<file path="src/rtl/datapath_sequencer_if.sv">
// Request channel into the LEGv8 datapath sequencer.
// One macro-op per valid/ready handshake.
interface datapath_sequencer_if #(
  parameter int IMM_W = 12
);
  logic             req_valid;
  logic             req_ready;
  logic [3:0]       req_op;
  logic [4:0]       req_rd;
  logic [4:0]       req_rn;
  logic [4:0]       req_rm;
  logic [IMM_W-1:0] req_imm;

  modport master (
    output req_valid, req_op, req_rd,
    output req_rn, req_rm, req_imm,
    input  req_ready
  );

  modport slave (
    input  req_valid, req_op, req_rd,
    input  req_rn, req_rm, req_imm,
    output req_ready
  );
endinterface

</file>
<file path="src/rtl/datapath_sequencer.sv">
// Expands macro-ops into LEGv8 datapath control words.
// Define DATAPATH_SEQ_FLAGS_EN to latch ALU status on SUBS.
module datapath_sequencer #(
  parameter int LOAD_CYCLES = 2,
  parameter int IMM_W       = 12
) (
  input  logic                       clock,
  input  logic                       reset,
  datapath_sequencer_if.slave        req,
  input  logic [3:0]                 status,
  output logic [31:0]                control_word,
  output logic [63:0]                constant,
  output logic                       busy,
  output logic                       done,
  output logic                       err,
  output logic [3:0]                 flags
);

  typedef enum logic [1:0] {
    IDLE,
    EXEC,
    MEM_RD,
    MEM_WR
  } state_e;

  localparam int CNT_W = $clog2(LOAD_CYCLES + 1);
  localparam logic [CNT_W-1:0] LAST = CNT_W'(LOAD_CYCLES - 1);

  localparam logic [3:0] OP_ADD  = 4'd1;
  localparam logic [3:0] OP_SUB  = 4'd2;
  localparam logic [3:0] OP_AND  = 4'd3;
  localparam logic [3:0] OP_ORR  = 4'd4;
  localparam logic [3:0] OP_EOR  = 4'd5;
  localparam logic [3:0] OP_ADDI = 4'd6;
  localparam logic [3:0] OP_SUBI = 4'd7;
  localparam logic [3:0] OP_ANDI = 4'd8;
  localparam logic [3:0] OP_ORRI = 4'd9;
  localparam logic [3:0] OP_LDUR = 4'd10;
  localparam logic [3:0] OP_STUR = 4'd11;
  localparam logic [3:0] OP_SUBS = 4'd12;

  localparam logic [4:0] FS_AND = 5'b00000;
  localparam logic [4:0] FS_ORR = 5'b00100;
  localparam logic [4:0] FS_EOR = 5'b01100;
  localparam logic [4:0] FS_ADD = 5'b01000;
  localparam logic [4:0] FS_SUB = 5'b01001;

  localparam logic [4:0] AUX_LD = 5'b01011;
  localparam logic [4:0] AUX_ST = 5'b00111;

  state_e           state_q, state_d;
  logic [31:0]      cw_q, cw_d;
  logic [63:0]      k_q, k_d;
  logic [CNT_W-1:0] cnt_q, cnt_d;
  logic             done_q, done_d;
  logic             err_q, err_d;

  logic        accept;
  logic        is_alu;
  logic        is_imm;
  logic        is_ld;
  logic        is_st;
  logic [4:0]  fs;
  logic        cin;
  logic [63:0] imm_z;
  logic [63:0] imm_s;

  assign req.req_ready = (state_q == IDLE) || done_q;
  assign accept = req.req_valid && req.req_ready;

  assign is_alu = ((req.req_op >= OP_ADD) && (req.req_op <= OP_ORRI))
               || (req.req_op == OP_SUBS);
  assign is_imm = (req.req_op >= OP_ADDI) && (req.req_op <= OP_ORRI);
  assign is_ld  = req.req_op == OP_LDUR;
  assign is_st  = req.req_op == OP_STUR;

  assign imm_z = 64'(req.req_imm);
  assign imm_s = {{55{req.req_imm[8]}}, req.req_imm[8:0]};

  always_comb begin
    fs  = FS_ADD;
    cin = 1'b0;
    case (req.req_op)
      OP_SUB, OP_SUBI, OP_SUBS: begin
        fs  = FS_SUB;
        cin = 1'b1;
      end
      OP_AND, OP_ANDI: fs = FS_AND;
      OP_ORR, OP_ORRI: fs = FS_ORR;
      OP_EOR:          fs = FS_EOR;
      default:         fs = FS_ADD;
    endcase
  end

  always_comb begin
    state_d = state_q;
    cw_d    = cw_q;
    k_d     = k_q;
    cnt_d   = cnt_q;
    done_d  = 1'b0;
    err_d   = 1'b0;
    if (accept) begin
      cw_d        = '0;
      cw_d[14:0]  = {req.req_rm, req.req_rn, req.req_rd};
      cnt_d       = '0;
      done_d      = 1'b1;
      unique case (1'b1)
        is_alu: begin
          state_d     = EXEC;
          cw_d[24]    = 1'b1;
          cw_d[22]    = cin;
          cw_d[21:17] = fs;
          cw_d[16]    = is_imm;
          cw_d[15]    = 1'b1;
          if (is_imm) k_d = imm_z;
        end
        is_ld: begin
          state_d     = MEM_RD;
          cw_d[31:27] = AUX_LD;
          cw_d[26]    = 1'b1;
          cw_d[23]    = 1'b1;
          cw_d[21:17] = FS_ADD;
          cw_d[16]    = 1'b1;
          k_d         = imm_s;
          done_d      = 1'b0;
        end
        is_st: begin
          state_d     = MEM_WR;
          cw_d[31:27] = AUX_ST;
          cw_d[26]    = 1'b1;
          cw_d[25]    = 1'b1;
          cw_d[23]    = 1'b1;
          cw_d[21:17] = FS_ADD;
          cw_d[16]    = 1'b1;
          k_d         = imm_s;
        end
        default: begin
          state_d = EXEC;
          cw_d    = '0;
          err_d   = req.req_op > OP_SUBS;
        end
      endcase
    end else if ((state_q == MEM_RD) && !done_q) begin
      // Hold the read word; write back only in the last cycle.
      cnt_d = cnt_q + CNT_W'(1);
      if (cnt_d == LAST) begin
        cw_d[15] = 1'b1;
        done_d   = 1'b1;
      end
    end else begin
      state_d = IDLE;
      cw_d    = '0;
    end
  end

  always_ff @(posedge clock or posedge reset) begin
    if (reset) begin
      state_q <= IDLE;
      cw_q    <= '0;
      k_q     <= '0;
      cnt_q   <= '0;
      done_q  <= 1'b0;
      err_q   <= 1'b0;
    end else begin
      state_q <= state_d;
      cw_q    <= cw_d;
      k_q     <= k_d;
      cnt_q   <= cnt_d;
      done_q  <= done_d;
      err_q   <= err_d;
    end
  end

  assign control_word = cw_q;
  assign constant     = k_q;
  assign busy         = state_q != IDLE;
  assign done         = done_q;
  assign err          = err_q;

`ifdef DATAPATH_SEQ_FLAGS_EN
  logic       subs_q, subs_d;
  logic [3:0] flags_q, flags_d;

  always_comb begin
    subs_d  = accept && (req.req_op == OP_SUBS);
    flags_d = flags_q;
    if ((state_q == EXEC) && subs_q) flags_d = status;
  end

  always_ff @(posedge clock or posedge reset) begin
    if (reset) begin
      subs_q  <= 1'b0;
      flags_q <= '0;
    end else begin
      subs_q  <= subs_d;
      flags_q <= flags_d;
    end
  end

  assign flags = flags_q;
`else
  logic unused_status;
  assign unused_status = ^status;
  assign flags = 4'b0;
`endif

endmodule

</file>
<file path="src/flat_wrapper.sv">
// flat-port wrapper written by rule: the top's interface ports become plain ports
module datapath_sequencer_flat 
#(
  parameter int LOAD_CYCLES = 2,
  parameter int IMM_W       = 12
)
  (clock, reset, status, control_word, constant, busy, done, err, flags, req_req_valid, req_req_op, req_req_rd, req_req_rn, req_req_rm, req_req_imm, req_req_ready);
  datapath_sequencer_if #(.IMM_W(IMM_W)) req_i ();
  input  logic clock;
  input  logic reset;
  input  logic [3:0] status;
  output logic [31:0] control_word;
  output logic [63:0] constant;
  output logic busy;
  output logic done;
  output logic err;
  output logic [3:0] flags;
  input wire logic [$bits(req_i.req_valid)-1:0] req_req_valid;
  input wire logic [$bits(req_i.req_op)-1:0] req_req_op;
  input wire logic [$bits(req_i.req_rd)-1:0] req_req_rd;
  input wire logic [$bits(req_i.req_rn)-1:0] req_req_rn;
  input wire logic [$bits(req_i.req_rm)-1:0] req_req_rm;
  input wire logic [$bits(req_i.req_imm)-1:0] req_req_imm;
  output wire logic [$bits(req_i.req_ready)-1:0] req_req_ready;
  assign req_i.req_valid = req_req_valid;
  assign req_i.req_op = req_req_op;
  assign req_i.req_rd = req_req_rd;
  assign req_i.req_rn = req_req_rn;
  assign req_i.req_rm = req_req_rm;
  assign req_i.req_imm = req_req_imm;
  assign req_req_ready = req_i.req_ready;
  datapath_sequencer #(.LOAD_CYCLES(LOAD_CYCLES), .IMM_W(IMM_W)) u_core (.clock(clock), .reset(reset), .req(req_i), .status(status), .control_word(control_word), .constant(constant), .busy(busy), .done(done), .err(err), .flags(flags));
endmodule
</file>
<file path="config.mk">
export PLATFORM = sky130hd
export DESIGN_NAME = datapath_sequencer_flat
export DESIGN_NICKNAME = d
export VERILOG_FILES = /design/src/rtl/datapath_sequencer_if.sv /design/src/rtl/datapath_sequencer.sv /design/src/flat_wrapper.sv
export SDC_FILE = /design/constraint.sdc
export NUM_CORES = 1
export LEC_CHECK = 0
export BUFFER_PORTS_ARGS = -buffer_cell sky130_fd_sc_hd__buf_2
export CORE_MARGIN = 2
export CORE_UTILIZATION = 39
export CTS_CLUSTER_DIAMETER = 150
export DETAILED_ROUTE_END_ITERATION = 10
export PLACE_DENSITY = 0.83
export SLEW_MARGIN = 10
export SYNTH_ARGS = -nofsm -noshare
export SYNTH_HDL_FRONTEND = slang
export SYNTH_SLANG_ARGS = --single-unit
</file>
<file path="constraint.sdc">
create_clock -name clock -period 1.7 [get_ports clock]
set_clock_uncertainty 0.2 [all_clocks]
set_input_delay 0.425 -clock clock [delete_from_list [all_inputs] [get_ports clock]]
set_output_delay 0.425 -clock clock [all_outputs]
set_load 0.1 [all_outputs]
</file>
# Word-level counts from Yosys, hierarchy flattened
# Cells that the tools add are included.
# word_totals
output_inout_bits	104
register_bits	102
elab_cells	71
inputBits	38
# op_classes
addsub	1
reduce_logical	17
magnitude_cmp	4
eq_ne	15
n_mux	27
# op_table
op	count
$pmux 64 s2	1
$mux 64	1
$mux 32	1
$mux 15	2
$eq 4x4->1 const B	5
$pmux 5 s2	2
$mux 16	1
$pmux 4 s4	1
$mux 1	13
$eq 4x3->1 const B	3
$eq 4x2->1 const B	2
$mux 2	4
$reduce_bool 2->1	3
$reduce_or 2->1	3
$reduce_or 3->1	2
$ge 4x1->1 const B	1
$ge 4x3->1 const B	1
$gt 4x4->1 const B	1
$le 4x4->1 const B	1
$logic_and 1x1->1	4
$pmux 2 s2	1
$ne 3x2->1 const B	1
$reduce_and 3->1	1
$add 2x1->2 const B	1
other kinds (7)	8

# Depth between registers and ports, before layout
# logic_depth
ltp_word	6
depth_mapped	5
ltp_nobuf	4

# Least setup slack after synthesis
# Ideal clock, no wire load.
# synth_path
path_type	register to output
start	register, netlist name u_core.constant[62]
end	output port constant[13]
setup_slack_ns	-1.091
arrival_time_ns	2.166
stages_incl_launch_ff	2
cell_sequence	dfrtp_1 -> buf_4
# synth_rtl
element	line	rtl
to (decl)	flat_wrapper.sv:13	output logic [63:0] constant;

# Worst setup path after layout
# layout_path
start	register u_core.k_q[62] (netlist: u_core.constant[62])
end	output port constant[62]
# layout_rtl
element	line	rtl
from (decl)	datapath_sequencer.sv:53	logic [63:0] k_q, k_d;
from (signal assigned)	datapath_sequencer.sv:167	k_q <= k_d;
# No word-level cell between the ends.

==> flow_summary.yaml <==
sta:
  setup_tns_ns: -15.70
  finalWorstSetupSlack_ns: -0.230
  min_period_ns: 1.93
  whs_ns: 0.134
  slew_headroom_pct: 57.6
  setup_viol: 94
  hold_viol_final: 0
  drv_slew: 0
  worst_slew_pin_slew_ns: 0.631
  max_freq_mhz: 518
  rsz0062_at_grt: "yes"
  min_period_over_period_pct: 114
clock_network:
  clkTransAtPathRegs_ns: 0.08
  clkLatencyLatePin_ns: 0.30
  cts_buffers: 5
  cts_buffer_depth: 2
  tritoncts: "done"
  cts_root_buf: "clkbuf_8"
  htree_num_levels: 2
  cts.sinks: 44
place:
  dpl_cell_area_um2: 4130
  hpwl_um: 4510
  gp_congestion: 0.772
  post-place-cells: 381
  post-place-ws_ns: -0.287
  io_buffers: 130
logic_synthesis:
  ys_ff_latch: 44
  synthXorXnorAreaFrac_pct: 0.371
  yosys.area_share.adder_pct: 0.530
  synthSimpleGateAreaFrac_pct: 9.22
  synthMuxAreaShare_pct: 6.47
  synth_warnings: 0
  synth_top_family_by_area: "buffers and inverters"
  synth-edff-count: 0
  ys_types: 39
  synthFlopType: "dfrtp_1"
  postSynthCellCount: 212
  avgSynthCellArea_um2: 11.1
  synth_compound_area_share_pct: 13.0
  syn_area_um2: 2360
  async_flop_share_pct: 100
  ys_seq_area_share_pct: 46.6
floorplan:
  ioPinCount: 142
  dieArea_um2: 6690
  core_um2: 5890
  die_w_um: 81.8
  die_y_um: 81.8
  rows: 28
  start_util_pct: 40.1
finish:
  drive_gt1_share_pct: 69.3
  fin_cells: 417
  nets: 380
  layout_commonest_cell: "buf_12"
  n_antenna_cell: 0
  mostFrequentLayoutCells: "84 x buf_12, 43 x buf_4, 42 x dfrtp_1, 33 x buf_2, 11 x buf_6"
  fin_area_um2: 4890
  fin_util_pct: 83.1
  area_growth_pct: 107
grt:
  grt_pass1_vias: 1905
  gr-max-usage-layer: "met2"
  antenna_found_initial: 0
  met2_usage_pct: 33.9
  met3_usage_pct: 3.96
  grt_max_degree: 21
  grt_pass1_wl_um: 9440
  grtUsageTotal_pct: 18.6
  grt-ovfl-total: 0
  grt.met1_usage_pct: 21.5
critical_path:
  startpoint: "u_core.constant[62]"
  r2r-start: "u_core.done"
  cp_data_arrival_time_ns: 1.31
  cp-end-kind: "primary output"
  path_class: "reg -> out"
  crit_path_max_fanout: 8
  regToRegSetupSlack_ns: -0.18
  cp.required_ns: 1.07
  worst_setup_path_start_kind: "flop"
routing:
  ant_nets: 0
  drt_iter0_drc: 74
  wire_per_inst_um: 18.4
  wirelength_um: 7660
  drt_first_pass_iters: 4
  route.detailed.drc: 0
  vias: 2123
  routed_via_density: 5.09
power_and_ir_drop:
  leakagePower_nw: 2.34
  power_mw: 5.49
  ir_drop_mv: 1.08
  power_per_cell_area_nw_per_um2: 1120
status:
  violations: "setup timing"
  status: "complete, but fails checks"
hold_path:
  worstHoldStart: "req_req_rm[2]"
  hold_class: "in -> reg"
flow_run:
  cap_violations: 0
## sequential cells by signal, summed over array words and instances, names as in the netlist
name	count
u_core.cnt_q	2
u_core.constant	13
u_core.control_word	26
u_core.done	1
u_core.err	1
u_core.state_q	1
## critical path, cell delays in order (launching register included)
cell and delay [ns]:
dfrtp_4 0.50, buf_12 0.15, clkbuf_16 0.18, buf_12 0.17
## cell type report
| type | instances | area, um^2 |
|---|---|---|
| multi-input combinational | 94 | 928 |
| fill | 280 | 993 |
| timing repair buffer | 187 | 2620 |
| clock inverter | 1 | 7.51 |
| tap | 75 | 93.8 |
| sequential | 44 | 1110 |
| inverter | 9 | 46.3 |
| clock buffer | 7 | 86.3 |
## worst paths after layout
check	cells after the start	endpoint
max	3	constant[62]
min	2	u_core.control_word[12]
max reg2reg	7	u_core.constant[11]
min reg2reg	1	u_core.constant[7]
max in group asynchronous	4	u_core.control_word[9]
min in group asynchronous	3	u_core.control_word[28]
## layer usage
layer  share of wire (%)  routed length, um
met1                  34               2640
met2                  54               4120
met3                 8.0                611
met4                 3.7                283
met5                   0                  0
## cells by family (layout without fill, tap and decap cells)
family | count (synthesis) | after routing
compound gates | 38 | 38
buf+inv | 80 | 204
simple gates | 33 | 33
mux | 14 | 14
other cells | 1 | 7
fa+ha+maj | 1 | 1
flops | 44 | 44
xor+xnor | 1 | 1
## synth_stat cells (4+ instances only)
cell	number	area share [%]
buf_2	4	0.85
a21oi_1	7	1.5
buf_4	63	20
a22o_2	10	4.2
mux2_2	10	4.8
nor2_1	4	0.64
mux2i_1	4	1.7
nand2_1	10	1.6
a22o_1	7	2.6
inv_1	7	1.1
o21ai_0	6	1.3
dfrtp_1	44	47
## power by group
part | total, mW | internal [mW] | switching [mW]
Clock | 0.703 | 0.331 | 0.372
Combinational | 3.49 | 1.16 | 2.33
Sequential | 1.30 | 1.18 | 0.117
Total | 5.49 | 2.68 | 2.81
## timing repair
item | in CTS | in global routing
endpoints found under the setup margin | 99 | 101
setup buffers | 5 | 14
gates cloned | 3 | 5
resized for setup | 40 | 35
hold buffers | 1 | 0
endpoints found under the hold margin | 15 | 0
pin swaps | 4 | 7
Power figures use the tool's default switching activity.
